`src/rtl/line_burst_responder_pkg.sv`:
```
// Shared types and sizing for the line-to-burst responder.
// A cache line moves to and from memory as N_BEATS beats of S_BURST bits each.
package line_burst_responder_pkg;

  localparam int unsigned S_LINE  = 256;
  localparam int unsigned S_BURST = 64;
  localparam int unsigned N_BEATS = S_LINE / S_BURST;
  localparam int unsigned S_OFF   = $clog2(S_LINE / 8);
  localparam int unsigned BEAT_W  = $clog2(N_BEATS);

  typedef logic [BEAT_W-1:0] beat_idx_t;

  localparam beat_idx_t LAST_BEAT = beat_idx_t'(N_BEATS - 1);

  // Low address bits that select a byte inside a line.
  localparam logic [31:0] OFF_MASK = 32'((64'd1 << S_OFF) - 64'd1);

  typedef enum logic [1:0] {
    StIdle,
    StRdBurst,
    StWrBurst,
    StDone
  } burst_state_t;

  // Line-aligned base address for the memory burst.
  function automatic logic [31:0] line_base(logic [31:0] addr);
    return addr & ~OFF_MASK;
  endfunction

endpackage

```
`src/rtl/line_burst_responder_buf.sv`:
```
// Line register used as the staging buffer for one burst.
// Loads a whole line at once, or writes and reads one beat-sized slice by index.
module line_burst_responder_buf
  import line_burst_responder_pkg::*;
(
  input  logic               clk_i,
  input  logic               rst_ni,
  input  logic               load_i,
  input  logic [S_LINE-1:0]  load_data_i,
  input  logic               wr_en_i,
  input  beat_idx_t          wr_idx_i,
  input  logic [S_BURST-1:0] wr_data_i,
  input  beat_idx_t          rd_idx_i,
  output logic [S_BURST-1:0] rd_data_o,
  output logic [S_LINE-1:0]  line_o
);

  logic [N_BEATS-1:0][S_BURST-1:0] line_q, line_d;

  always_comb begin
    line_d = line_q;
    if (load_i) begin
      line_d = load_data_i;
    end else if (wr_en_i) begin
      line_d[wr_idx_i] = wr_data_i;
    end
  end

  always_ff @(posedge clk_i or negedge rst_ni) begin
    if (!rst_ni) begin
      line_q <= '0;
    end else begin
      line_q <= line_d;
    end
  end

  assign rd_data_o = line_q[rd_idx_i];
  assign line_o    = line_q;

endmodule

```
`src/rtl/line_burst_responder.sv`:
```
// Turns one 256-bit cache line read/write into a 4-beat memory burst and
// returns the assembled line (read) or a completion (write) with a 1-cycle pulse.
module line_burst_responder
  import line_burst_responder_pkg::*;
(
  input  logic               clk_i,
  input  logic               rst_ni,
  input  logic               line_read_i,
  input  logic               line_write_i,
  input  logic [31:0]        line_address_i,
  input  logic [S_LINE-1:0]  line_wdata_i,
  output logic [S_LINE-1:0]  line_rdata_o,
  output logic               line_resp_o,
  output logic [31:0]        burst_address_o,
  output logic               burst_read_o,
  output logic               burst_write_o,
  output logic [S_BURST-1:0] burst_wdata_o,
  input  logic [S_BURST-1:0] burst_rdata_i,
  input  logic               burst_resp_i
);

  burst_state_t       state_q, state_d;
  beat_idx_t          beat_q, beat_d;
  logic [31:0]        addr_q, addr_d;
  logic               buf_load;
  logic               buf_wr_en;
  logic [S_BURST-1:0] buf_rd_data;
  logic [S_LINE-1:0]  buf_line;

  always_comb begin
    state_d   = state_q;
    beat_d    = beat_q;
    addr_d    = addr_q;
    buf_load  = 1'b0;
    buf_wr_en = 1'b0;
    unique case (state_q)
      StIdle: begin
        // A simultaneous read is dropped; the write takes priority.
        if (line_write_i) begin
          state_d  = StWrBurst;
          addr_d   = line_address_i;
          buf_load = 1'b1;
        end else if (line_read_i) begin
          state_d = StRdBurst;
          addr_d  = line_address_i;
        end
      end
      StRdBurst: begin
        if (burst_resp_i) begin
          buf_wr_en = 1'b1;
          if (beat_q == LAST_BEAT) begin
            state_d = StDone;
          end else begin
            beat_d = beat_q + beat_idx_t'(1);
          end
        end
      end
      StWrBurst: begin
        if (burst_resp_i) begin
          if (beat_q == LAST_BEAT) begin
            state_d = StDone;
          end else begin
            beat_d = beat_q + beat_idx_t'(1);
          end
        end
      end
      StDone: begin
        beat_d  = '0;
        state_d = StIdle;
      end
      default: begin
        state_d = StIdle;
      end
    endcase
  end

  always_ff @(posedge clk_i or negedge rst_ni) begin
    if (!rst_ni) begin
      state_q <= StIdle;
      beat_q  <= '0;
      addr_q  <= '0;
    end else begin
      state_q <= state_d;
      beat_q  <= beat_d;
      addr_q  <= addr_d;
    end
  end

  line_burst_responder_buf u_buf (
    .clk_i       (clk_i),
    .rst_ni      (rst_ni),
    .load_i      (buf_load),
    .load_data_i (line_wdata_i),
    .wr_en_i     (buf_wr_en),
    .wr_idx_i    (beat_q),
    .wr_data_i   (burst_rdata_i),
    .rd_idx_i    (beat_q),
    .rd_data_o   (buf_rd_data),
    .line_o      (buf_line)
  );

  // All outputs decode registered state only; no line_* input reaches burst_* directly.
  assign burst_read_o    = (state_q == StRdBurst);
  assign burst_write_o   = (state_q == StWrBurst);
  assign line_resp_o     = (state_q == StDone);
  assign burst_address_o = line_base(addr_q);
  assign burst_wdata_o   = burst_write_o ? buf_rd_data : '0;
  assign line_rdata_o    = line_resp_o ? buf_line : '0;

endmodule
```
`config.mk`:
```
export PLATFORM = sky130hd
export DESIGN_NAME = line_burst_responder
export DESIGN_NICKNAME = d
export VERILOG_FILES = /design/src/rtl/line_burst_responder_pkg.sv /design/src/rtl/line_burst_responder_buf.sv /design/src/rtl/line_burst_responder.sv
export SDC_FILE = /design/constraint.sdc
export NUM_CORES = 1
export LEC_CHECK = 0
export CORE_AREA = 2 2 278 280
export CTS_CLUSTER_DIAMETER = 60
export DETAILED_ROUTE_END_ITERATION = 7
export DIE_AREA = 0 0 280 282
export PLACE_DENSITY_LB_ADDON = 0.15
export RECOVER_POWER = 25
export SLEW_MARGIN = 15
export SYNTH_ARGS = -nofsm -noshare
export SYNTH_HDL_FRONTEND = slang
export SYNTH_SLANG_ARGS = --single-unit
```
`constraint.sdc`:
```
create_clock -name clk_i -period 3.2 [get_ports clk_i]
set_input_delay 0.64 -clock clk_i [delete_from_list [all_inputs] [get_ports clk_i]]
set_output_delay 0.64 -clock clk_i [all_outputs]
set_load 0.03 [all_outputs]
```
==> flow_summary.toml, run 1 <==
[yosys]
synthFlopType = "dfrtp_1"
synth_top_family_by_area = "simple AND/OR/NAND/NOR gates"
synthMuxAreaShare = 0.0997
synth_edf_count = 0
synth.most_common_cell = "and2_1"
synthArstFlopShare = 1.00
ys_ff_latch = 287
synthCells = 1988
synthAdderAreaFrac = 0.00706
synth_area_sq_um = 17700
yosys.area_share.simple = 0.260
yosysTopAreaCell = "dfrtp_1"
synth_compound_area_frac = 0.168
synthXorXnorAreaFrac = 0
yosys-top-cells-area = "dfrtp_1, and2_1, a31oi_1"
synth_warnings = 0
yosysUniqueCellTypes = 32
synth_top_area_share = 0.405
synth_commonest_cells = "and2_1, dfrtp_1, nand2_1"
ys_seq_area_frac = 0.405
syn_avg_cell_area_sq_um = 8.92

[route]
routed_wl_um = 87300
drc = 0
drtIter0Drc = 955
drtPass1Iterations = 5
wl_per_cell_um = 24.3
ant_nets = 0
via_count = 17900
via_per_inst = 5.00

[critical_path]
path_class = "reg2out"
r2r_start = "beat_q[0]"
crit_required_ns = 2.56
end_kind = "primary output"
startpoint_type = "register"
r2r-end = "u_buf.line_o[52]"
worstRegToRegCells = 7
path_max_fanout = 41
reg2reg_slack_ns = 0.66
cp.arrival_ns = 2.46

[pwr]
irDropWorstVdd_mv = 0.510
power_density_nw_per_um2 = 860
power.internal_mw = 13.0
p_sw_mw = 10.5
power_frac_seq = 0.277
power.leakage_nw = 13.6
clock_power_share = 0.208
swShare = 0.447
pwr-share-comb = 0.516

[place]
hpwl_um = 58500
io_buffers = 701
place.gp.congestion = 0.822
post-place-cells = 3491
place_ws_ns = 0.389
placed_area_sq_um = 25900

[global_route]
grt_pass1_wl_um = 127000
track_usage = 0.214
grt_max_degree = 143
grt_pass1_vias = 18600
antenna_found_initial = 23
overflow = 0

[sta]
setup_tns_ns = 0
hold_violations = 0
clock_skew_ns = 0.0161
max_freq_mhz = 322
worst_pin_slew_ns = 2.56
fin_ws_ns = 0.0972
period_minus_slack_ns = 3.10
finalSetupViolCount = 0
relSlewSlack = -0.707
period_share = 0.970
slew_viol_final = 81

[worst_hold_path]
hold_path.class = "reg2reg"
worstHoldEndpoint = "u_buf.line_o[172]"
hold_start = "u_buf.line_o[172]"
whs_path_depth = 2

[clock_network]
cts.clk_slew.worst_paths_ns = 0.05
clockBufferDepth = 3
cts_sinks = 287
cts_tree = "yes"
htree_levels = 2
cts-root-buf = "clkbuf_16"
cts_buffers = 44
insertion_delay_ns = 0.56

[layout]
final_nets = 2930
area_growth_pct = 54.0
utilization = 0.361
stdcell_area_sq_um = 27300
drive_above_1_share = 0.0903
fin_cells = 3588

[die]
io-pin-count = 712
dieArea_sq_um = 79000
die_x_um = 280
fp.coreArea_sq_um = 75700
start_util = 0.234
fp.dieH_um = 282
rows = 101

[run]
drv_cap = 1

[run_status]
violations = "capacitance limit, slew limit"
status = "complete, but fails checks"
layer usage:
layer  track usage  vias up  wire [um]
li1              -     8272          -
met1         0.276     8827      36700
met2         0.356      696      42700
met3        0.0435      130       5680
met4        0.0709        8       2130
met5             0        -         46
power by group through the flow:
stage,clock network [mW],logic [mW],registers (mW)
2_1_floorplan,0,7.17,6.33
4_1_cts,5.02,12.3,6.50
5_1_grt,5.18,13.1,6.69
3_5_place_dp,0,12.5,6.58
6_report,4.88,12.1,6.50
3_3_place_gp,0,12.4,6.50
cell type report:
| cell class | instances | area, sq um |
|---|---|---|
| antenna | 18 | 45.0 |
| clock buffer | 58 | 1260 |
| clock inverter | 17 | 203 |
| fill | 7776 | 48400 |
| inverter | 5 | 18.8 |
| multi-input combinational | 1472 | 9660 |
| sequential | 287 | 7190 |
| tap | 978 | 1220 |
| timing repair buffer | 753 | 7690 |
placed cells by master (no fill, tap or decap), types with 2 or more instances in the layout:
cell type,instances
o21ai_0,251
clkinv_2,4
inv_1,5
buf_12,29
o21ai_1,6
buf_16,3
ha_4,6
and3_1,256
conb_1,5
mux2_2,28
bufinv_16,3
nand2_1,256
clkinvlp_4,2
nor2_1,3
clkbuf_1,3
clkbuf_16,44
a31oi_1,256
clkdlybuf4s50_1,411
mux4_2,64
dlymetal6s2s_1,54
dfrtp_1,285
dlygate4sd2_1,233
buf_4,17
clkbuf_2,3
ha_1,3
clkbuf_8,11
and2_1,320
diode_2,18
a32oi_4,4
inv_6,6
dfrtp_4,2
a21oi_1,2
sequential cells by signal (all words and copies together), names as in the netlist:
| name | cells |
|---|---|
| addr_q | 27 |
| u_buf.line_o | 256 |
| state_q | 2 |
| beat_q | 2 |
how the worst max path moves through the flow:
stage,start,end,slack [ns],depth (start not counted)
after floorplan,state_q[0],line_rdata_o[100],0.79,5
after global placement,beat_q[0],burst_wdata_o[54],0.40,4
after detailed placement,beat_q[0],burst_wdata_o[54],0.39,4
after CTS,state_q[0],line_rdata_o[27],0.004,4
after global routing,state_q[0],line_rdata_o[144],-0.0005,4
final,state_q[0],line_rdata_o[208],0.1,4
critical path: stages, from the launching register on:
cell	delay (ns)
dfrtp_1	0.43
ha_4	0.30
buf_12	0.25
and2_1	0.20
clkdlybuf4s50_1	0.68
through the flow:
| stage | power (mW) | hold slack, ns |
|---|---|---|
| after floorplan | 13.5 | 0.344 |
| after global placement | 18.9 | 0.475 |
| after detailed placement | 19.1 | 0.479 |
| after CTS | 23.8 | 0.121 |
| after global routing | 25.0 | 0.512 |
| final | 23.5 | 0.488 |
cells by family (layout without fill, tap and decap cells):
logic type / after synthesis / after routing
simple gates: 839 / 839
compound gates: 525 / 525
flops: 287 / 287
buf+inv: 233 / 833
mux: 93 / 93
fa+ha+maj: 10 / 10
other cells: 1 / 23
repair_timing:
item / CTS / global route
buffers inserted: 3 / 0
endpoints found under the setup margin: 265 / 54
gates resized for setup: 238 / 54
cloned: 1 / 0
hold buffers: 0 / 0
Power figures use the tool's default switching activity.
==> run 2: changes to the inputs <==
--- a/config.mk
+++ b/config.mk
@@ -9,6 +9,7 @@
 export CTS_CLUSTER_DIAMETER = 60
 export DETAILED_ROUTE_END_ITERATION = 7
 export DIE_AREA = 0 0 280 282
+export MAX_ROUTING_LAYER = met4
 export PLACE_DENSITY_LB_ADDON = 0.15
 export RECOVER_POWER = 25
 export SLEW_MARGIN = 15
==> run 2 against run 1 <==
  * The flow still finishes with violations (capacitance limit, slew limit)
  * Combinational power hardly changed
  * First-iteration DRC count up 1.4%
  * Fmax barely moved
  * Largest cell class unchanged
  * Largest power group unchanged
  * Highest routed layer is now met4
==> flow_summary.toml, run 2 (synthesis results as in run 1) <==
[clock_network]
cts_tree = "yes"
insertion_delay_ns = 0.56
clockBufferDepth = 3
cts_buffers = 44
holdBufCountCts = 0
htree_levels = 2
cts_sinks = 287
cts.clk_slew.worst_paths_ns = 0.05
cts-root-buf = "clkbuf_16"

[global_route]
track_usage = 0.220
grt_max_degree = 143
antenna_found_initial = 23
grt_pass1_wl_um = 127000
overflow = 0
grt_pass1_vias = 18600

[die]
fp.dieH_um = 282
io-pin-count = 712
start_util = 0.234
die_x_um = 280
rows = 101
dieArea_sq_um = 79000
fp.coreArea_sq_um = 75700

[sta]
slew_viol_final = 81
clock_skew_ns = 0.0150
worst_pin_slew_ns = 2.55
relSlewSlack = -0.700
period_share = 0.969
max_freq_mhz = 322
period_minus_slack_ns = 3.10
finalSetupViolCount = 0
hold_ws_ns = 0.487
hold_violations = 0
fin_ws_ns = 0.0991

[route]
wl_per_cell_um = 24.3
via_per_inst = 4.98
drc = 0
via_count = 17900
ant_nets = 0
routed_wl_um = 87200
drtPass1Iterations = 4
drtIter0Drc = 968

[critical_path]
startpoint_type = "register"
crit_required_ns = 2.56
r2r_start = "beat_q[0]"
end_kind = "primary output"
cp.arrival_ns = 2.46
worstRegToRegCells = 7
reg2reg_slack_ns = 0.65
path_max_fanout = 41
path_class = "reg2out"
r2r-end = "u_buf.line_o[52]"

[run]
drv_cap = 1

[layout]
drive_above_1_share = 0.0903
largest_reg_flops = 256
area_growth_pct = 54.2
final_nets = 2930
stdcell_area_sq_um = 27300
final_cell_mix = "clkdlybuf4s50_1, and2_1, dfrtp_1"
layout_commonest_cell = "clkdlybuf4s50_1"
utilization = 0.361

[place]
io_buffers = 701
place.gp.congestion = 0.834
placed_area_sq_um = 25900
hpwl_um = 58500
place_ws_ns = 0.389

[worst_hold_path]
hold_path.class = "reg2reg"
hold_start = "u_buf.line_o[172]"
worstHoldEndpoint = "u_buf.line_o[172]"
whs_path_depth = 2

[pwr]
power.leakage_nw = 13.7
irDropWorstVdd_mv = 0.511
power_density_nw_per_um2 = 860

[run_status]
status = "complete, but fails checks"
violations = "capacitance limit, slew limit"
run 2: where the power goes:
part	switching, mW	internal (mW)
Combinational	7.37	4.74
Sequential	1.27	5.22
Clock	1.87	3.02
run 2: worst max path at each step:
stage,start,end,cells past startpoint
floorplan,state_q[0],line_rdata_o[100],5
finish,state_q[0],line_rdata_o[197],4
CTS,state_q[0],line_rdata_o[27],4
global route,state_q[0],line_rdata_o[197],4
global placement,beat_q[0],burst_wdata_o[54],4
detailed placement,beat_q[0],burst_wdata_o[54],4
run 2: timing repair:
item | 4_1_cts | 5_1_grt
gates resized for setup | 238 | 61
cloned | 1 | 0
endpoints found under the setup margin | 265 | 61
buffers inserted | 3 | 0
run 2: routing by layer:
layer | vias up | global-route usage | wire length [um]
li1 | 8279 | - | -
met1 | 8811 | 0.276 | 37000
met2 | 666 | 0.356 | 42800
met3 | 121 | 0.0423 | 5300
met4 | 0 | 0.0709 | 2130
met5 | - | - | 0
run 2: cell type report:
cell class              count  area [sq um]
diodes                     22          55.1
clock buffers              58          1260
clock inverters            17           203
fillers                  7777         48400
inverters                   5          18.8
multi-input cells        1472          9660
flip-flops and latches    287          7190
well taps                 978          1220
repair buffers            753          7710
run 2: critical path: stages, from the launching register on:
cell	delay, ns
dfrtp_1	0.43
ha_4	0.29
buf_12	0.24
and2_1	0.16
clkdlybuf4s50_1	0.73
run 2: per-stage QoR:
| stage | TNS [ns] | total power [mW] | std cells |
|---|---|---|---|
| detailed placement | 0 | 19.1 | 3491 |
| CTS | 0 | 23.8 | 3570 |
| floorplan | 0 | 13.5 | 1992 |
| global route | -0.000902 | 25.0 | 3590 |
| finish | 0 | 23.5 | 3592 |
| global placement | 0 | 18.9 | 3491 |
